===== config.mk =====
export PLATFORM = sky130hd
export DESIGN_NAME = apb_master_ctrl
export DESIGN_NICKNAME = d
export VERILOG_FILES = /design/src/rtl/apb_pkg.sv /design/src/rtl/apb_wait_timer.sv /design/src/rtl/apb_master_ctrl.sv
export SDC_FILE = /design/constraint.sdc
export NUM_CORES = 1
export LEC_CHECK = 0
export ABC_CLOCK_PERIOD_IN_PS = 4100
export CAP_MARGIN = 20
export CORE_MARGIN = 5
export CORE_UTILIZATION = 37
export DETAILED_ROUTE_END_ITERATION = 10
export GPL_TIMING_DRIVEN = 0
export PLACE_DENSITY = 0.84
export SYNTH_ARGS = -nofsm -noshare
export SYNTH_HDL_FRONTEND = slang
export SYNTH_SLANG_ARGS = --single-unit

===== constraint.sdc =====
create_clock -name apb_clk_in -period 4.1 [get_ports apb_clk_in]
set_input_delay 0.82 -clock apb_clk_in [delete_from_list [all_inputs] [get_ports apb_clk_in]]
set_output_delay 0.82 -clock apb_clk_in [all_outputs]
set_load 0.1 [all_outputs]

===== src/rtl/apb_pkg.sv =====
// Shared APB definitions: one-hot FSM state indices/encoding and the
// response-code constants also used by the responder-side blocks.
package apb_pkg;

  localparam int unsigned ST_IDLE   = 0;
  localparam int unsigned ST_SETUP  = 1;
  localparam int unsigned ST_ACCESS = 2;
  localparam int unsigned ST_RESP   = 3;
  localparam int unsigned ST_W      = 4;

  typedef enum logic [ST_W-1:0] {
    S_IDLE   = ST_W'(1 << ST_IDLE),
    S_SETUP  = ST_W'(1 << ST_SETUP),
    S_ACCESS = ST_W'(1 << ST_ACCESS),
    S_RESP   = ST_W'(1 << ST_RESP)
  } apb_state_e;

  // PSLVERR-style response codes
  localparam logic RESP_OKAY  = 1'b0;
  localparam logic RESP_ERROR = 1'b1;

endpackage


===== src/rtl/apb_wait_timer.sv =====
// Counts ACCESS cycles spent waiting on PREADY and flags the cycle on which
// the wait budget is used up.
// Ports: clk/rst (async active-high), clr_in (restart count), en_in (a
// waiting ACCESS cycle), timeout_c (combinational: this waiting cycle is the
// LIMIT-th one, so the transfer must abort at the next edge).
module apb_wait_timer #(
  parameter int unsigned LIMIT = 16
) (
  input  logic clk,
  input  logic rst,
  input  logic clr_in,
  input  logic en_in,
  output logic timeout_c
);

  localparam int unsigned CNT_W = $clog2(LIMIT + 1);

  logic [CNT_W-1:0] cnt_q;
  logic [CNT_W-1:0] cnt_d;

  // cnt_q holds waiting cycles already elapsed; it reaches LIMIT on the abort edge
  assign timeout_c = en_in && (cnt_q == CNT_W'(LIMIT - 1));

  always_comb begin
    cnt_d = cnt_q;
    if (clr_in) begin
      cnt_d = '0;
    end else if (en_in) begin
      cnt_d = cnt_q + CNT_W'(1);
    end
  end

  always_ff @(posedge clk or posedge rst) begin
    if (rst) begin
      cnt_q <= '0;
    end else begin
      cnt_q <= cnt_d;
    end
  end

endmodule


===== src/rtl/apb_master_ctrl.sv =====
// APB requester: accepts one command at a time on a valid/ready port, runs
// the APB SETUP/ACCESS handshake and returns read data / error status on a
// valid/ready response port.
// Ports: apb_clk_in, apb_rst_in (async active-high); cmd_* command port;
// rsp_* response port; apb_* APB bus (PADDR/PSEL/PENABLE/PWRITE/PWDATA out,
// PRDATA/PREADY/PSLVERR in). cmd_ready_out is the only unregistered output.
// Build option: define APB_TIMEOUT_EN to abort ACCESS after TIMEOUT_CYCLE
// cycles of PREADY low.
module apb_master_ctrl
  import apb_pkg::*;
#(
  parameter int unsigned APB_ADDR_WIDTH = 32,
  parameter int unsigned APB_DATA_WIDTH = 32,
  parameter int unsigned TIMEOUT_CYCLE  = 16
) (
  input  logic                      apb_clk_in,
  input  logic                      apb_rst_in,
  input  logic                      cmd_valid_in,
  output logic                      cmd_ready_out,
  input  logic [APB_ADDR_WIDTH-1:0] cmd_addr_in,
  input  logic                      cmd_write_in,
  input  logic [APB_DATA_WIDTH-1:0] cmd_wdata_in,
  output logic                      rsp_valid_out,
  input  logic                      rsp_ready_in,
  output logic [APB_DATA_WIDTH-1:0] rsp_rdata_out,
  output logic                      rsp_error_out,
  output logic [APB_ADDR_WIDTH-1:0] apb_addr_out,
  output logic                      apb_psel_out,
  output logic                      apb_penable_out,
  output logic                      apb_write_out,
  output logic [APB_DATA_WIDTH-1:0] apb_wdata_out,
  input  logic [APB_DATA_WIDTH-1:0] apb_rdata_in,
  input  logic                      apb_ready_in,
  input  logic                      apb_slverr_in
);

  if (TIMEOUT_CYCLE < 1 || TIMEOUT_CYCLE > 255) begin : g_bad_timeout
    $error("TIMEOUT_CYCLE must be in 1..255");
  end

  apb_state_e                state_q, state_d;
  logic [APB_ADDR_WIDTH-1:0] addr_q, addr_d;
  logic                      write_q, write_d;
  logic [APB_DATA_WIDTH-1:0] wdata_q, wdata_d;
  logic                      psel_q, psel_d;
  logic                      penable_q, penable_d;
  logic                      rsp_valid_q, rsp_valid_d;
  logic [APB_DATA_WIDTH-1:0] rsp_rdata_q, rsp_rdata_d;
  logic                      rsp_error_q, rsp_error_d;
  logic                      timeout_c;

`ifdef APB_TIMEOUT_EN
  apb_wait_timer #(
    .LIMIT(TIMEOUT_CYCLE)
  ) u_wait_timer (
    .clk       (apb_clk_in),
    .rst       (apb_rst_in),
    .clr_in    (state_q == S_SETUP),
    .en_in     ((state_q == S_ACCESS) && !apb_ready_in),
    .timeout_c (timeout_c)
  );
`else
  assign timeout_c = 1'b0;
`endif

  // Reset gating keeps every output at 0 while reset is held
  assign cmd_ready_out = (state_q == S_IDLE) && !apb_rst_in;

  // Next-state and registered-output logic
  always_comb begin
    state_d     = state_q;
    addr_d      = addr_q;
    write_d     = write_q;
    wdata_d     = wdata_q;
    psel_d      = psel_q;
    penable_d   = penable_q;
    rsp_valid_d = rsp_valid_q;
    rsp_rdata_d = rsp_rdata_q;
    rsp_error_d = rsp_error_q;
    unique case (state_q)
      S_IDLE: begin
        if (cmd_valid_in) begin
          addr_d    = cmd_addr_in;
          write_d   = cmd_write_in;
          wdata_d   = cmd_wdata_in;
          psel_d    = 1'b1;
          penable_d = 1'b0;
          state_d   = S_SETUP;
        end
      end
      S_SETUP: begin
        penable_d = 1'b1;
        state_d   = S_ACCESS;
      end
      S_ACCESS: begin
        // Normal completion wins over a timeout in the same cycle
        if (apb_ready_in) begin
          rsp_valid_d = 1'b1;
          rsp_error_d = apb_slverr_in ? RESP_ERROR : RESP_OKAY;
          rsp_rdata_d = (write_q || apb_slverr_in) ? '0 : apb_rdata_in;
          psel_d      = 1'b0;
          penable_d   = 1'b0;
          state_d     = S_RESP;
        end else if (timeout_c) begin
          rsp_valid_d = 1'b1;
          rsp_error_d = RESP_ERROR;
          rsp_rdata_d = '0;
          psel_d      = 1'b0;
          penable_d   = 1'b0;
          state_d     = S_RESP;
        end
      end
      S_RESP: begin
        if (rsp_ready_in) begin
          rsp_valid_d = 1'b0;
          state_d     = S_IDLE;
        end
      end
      default: begin
        psel_d      = 1'b0;
        penable_d   = 1'b0;
        rsp_valid_d = 1'b0;
        state_d     = S_IDLE;
      end
    endcase
  end

  always_ff @(posedge apb_clk_in or posedge apb_rst_in) begin
    if (apb_rst_in) begin
      state_q     <= S_IDLE;
      addr_q      <= '0;
      write_q     <= 1'b0;
      wdata_q     <= '0;
      psel_q      <= 1'b0;
      penable_q   <= 1'b0;
      rsp_valid_q <= 1'b0;
      rsp_rdata_q <= '0;
      rsp_error_q <= 1'b0;
    end else begin
      state_q     <= state_d;
      addr_q      <= addr_d;
      write_q     <= write_d;
      wdata_q     <= wdata_d;
      psel_q      <= psel_d;
      penable_q   <= penable_d;
      rsp_valid_q <= rsp_valid_d;
      rsp_rdata_q <= rsp_rdata_d;
      rsp_error_q <= rsp_error_d;
    end
  end

  assign apb_addr_out    = addr_q;
  assign apb_write_out   = write_q;
  assign apb_wdata_out   = wdata_q;
  assign apb_psel_out    = psel_q;
  assign apb_penable_out = penable_q;
  assign rsp_valid_out   = rsp_valid_q;
  assign rsp_rdata_out   = rsp_rdata_q;
  assign rsp_error_out   = rsp_error_q;

endmodule


==> impl_metrics.ini <==
[outcome]
status = finished clean

[clock_tree]
cts.clk_slew.worst_paths_ns = 0.06
insertion_delay_ns = 0.34
cts_tree = yes
clock_path_buffers = 2
htree_levels = 3
cts_root_buffer = clkbuf_16
clock-sinks = 105
cts_buffers = 9

[timing]
tns_ns = 0
setup_violations = 0
finClkSkew_ns = 0.00379
worst_slew_pin_slew_ns = 1.02
slew_violations = 0
relSlewSlack = 0.317
period_needed_ns = 3.93
fin_crit_sh = 0.959
fmax_mhz = 254
hold_violations = 0
rsz0062_at_grt = false

[routing]
ant_nets = 0
drt_wl_total_mm = 12.1
vias_per_cell = 4.66
first_pass_iters = 4
via_count = 3204
wire_per_inst_um = 17.6
drt-initial-drc-count = 67
drc = 0

[hold_path]
hp-class = register to register
holdPathStages = 1
min_from = apb_addr_out[13]
hold_path_end = apb_addr_out[13]

[finish]
fin_util = 0.587
layout-drive-gt1-share = 0.181
final_common_cell = clkdlybuf4s50_1
nets = 639
layout_common_cells = clkdlybuf4s50_1, dfrtp_1, nand2_1, mux2_2, inv_1
fill_cells = 947
stdcell_area_sq_um = 6970
areaGrowthSynthToFinish_pct = 57.6
diodes = 0

[synthesis]
ys_seq_area_frac = 0.595
syn_area_sq_um = 4420
yosys.area.top_type = dfrtp_1
ys_top_cells_by_area = dfrtp_1, mux2_4, mux2_2
netlist.area_leader.share = 0.589
syn_inst = 317
ys_seq_elements = 105
synth_cell_types = 28
ys_warn_count = 0
synth.net_count = 420
syn_area_per_cell_sq_um = 13.9

[worst_setup_path]
startpoint_type = input port
r2r_slack_ns = 2.16
crit_arrival_ns = 3.11
crit_path_end_kind = output pin
cp_max_fo = 44
timing.rr.start = state_q[0]
cp-startpoint = apb_rst_in
critPathRequiredTime_ns = 3.28
worstRegToRegCells = 6
timing.rr.end = apb_wdata_out[5]
critPathKind = input port to output pin

[global_route]
antenna_found_initial = 0
grt_overflow = 0
grt_pass1_vias = 3595
grt_pass1_wl_mm = 19.0
grt_max_degree = 45
track_usage = 0.171

[floorplanning]
ios = 205
core_area_sq_um = 11900
placementRows = 40
start_util = 0.373
die-area_sq_um = 14200
die_width_um = 119
die_h_um = 119

[place]
portBuffers = 204
hpwlAfterDp_mm = 9.22
gp_congestion = 0.747
placed_cell_area_sq_um = 6690

[flow_run]
drv_cap = 0
[stage by stage]
step                      hold slack, ns  std cells  worst slack (ns)
after floorplan                    0.573        317             0.199
after global placement             0.488        668             -1.54
after detailed placement           0.495        670            -0.491
after CTS                          0.510        686             0.117
after global routing               0.523        687            0.0170
final                              0.506        687             0.166
[sequential cells by signal, indices dropped and copies added (netlist names)]
register         cells
apb_penable_out      1
rsp_valid_out        1
apb_addr_out        32
apb_write_out        1
rsp_rdata_out       32
rsp_error_out        1
state_q              4
apb_psel_out         1
apb_wdata_out       32
[worst max path at each step]
stage	endpoint	slack, ns	cells past startpoint
6_report	cmd_ready_out	0.17	5
3_3_place_gp	cmd_ready_out	-1.54	4
3_5_place_dp	cmd_ready_out	-0.49	5
2_1_floorplan	cmd_ready_out	0.20	2
4_1_cts	cmd_ready_out	0.12	5
5_1_grt	cmd_ready_out	0.02	5
[layer usage]
layer | up-vias | part of all wire | global-route usage
met5 | - | 0 | 0
met2 | 133 | 0.51 | 0.299
met3 | 20 | 0.078 | 0.0551
met1 | 1569 | 0.39 | 0.190
li1 | 1482 | - | -
met4 | 0 | 0.024 | 0.0716
[worst max-delay path, cell delays in order]
cell	delay, ns
clkdlybuf4s50_1	0.51
clkinvlp_4	0.42
buf_12	0.30
and2_1	0.17
dlygate4sd2_1	0.86
[final cells by class]
type / count / area [sq um] / share of cell area
flip-flops and latches: 105 / 2630 / 0.377
repair inverters: 1 / 5.00 / 0.000719
plain buffers: 17 / 160 / 0.0230
well taps: 147 / 184 / 0.0264
inverters: 36 / 139 / 0.0199
repair buffers: 207 / 2100 / 0.301
multi-input cells: 159 / 1500 / 0.215
clock buffers: 15 / 258 / 0.0370
[Yosys cell counts, drive strengths merged]
master    n
a211oi    1
a21boi    1
a21oi     1
a31oi     1
and2      2
buf      14
clkbuf    3
dfrtp   104
dfstp     1
inv      36
mux2     66
mux2i    32
nand2    36
nand3     2
nor2      2
nor2b     1
nor3      1
nor3b     3
nor4b     4
o211ai    1
o21ai     2
o311ai    2
or3b      1
[repair_timing]
action                                  CTS  global route
hold buffers                              0             0
endpoints found under the setup margin    1             0
hold endpoints to repair                  0             0
resized for setup                         1             0
buffers inserted                          0             0
[cells by family (layout without fill, tap and decap cells)]
group	after synthesis	count (layout)	synth area share
AOI/OAI and AO/OA	9	9	0.0139
DFF	105	105	0.595
buffers and inverters	53	276	0.0668
and+or+nand+nor	52	52	0.0583
muxes	98	98	0.266
Power is not shown: default switching activity piles up to over one toggle a cycle in this logic, so the estimate is an artifact.
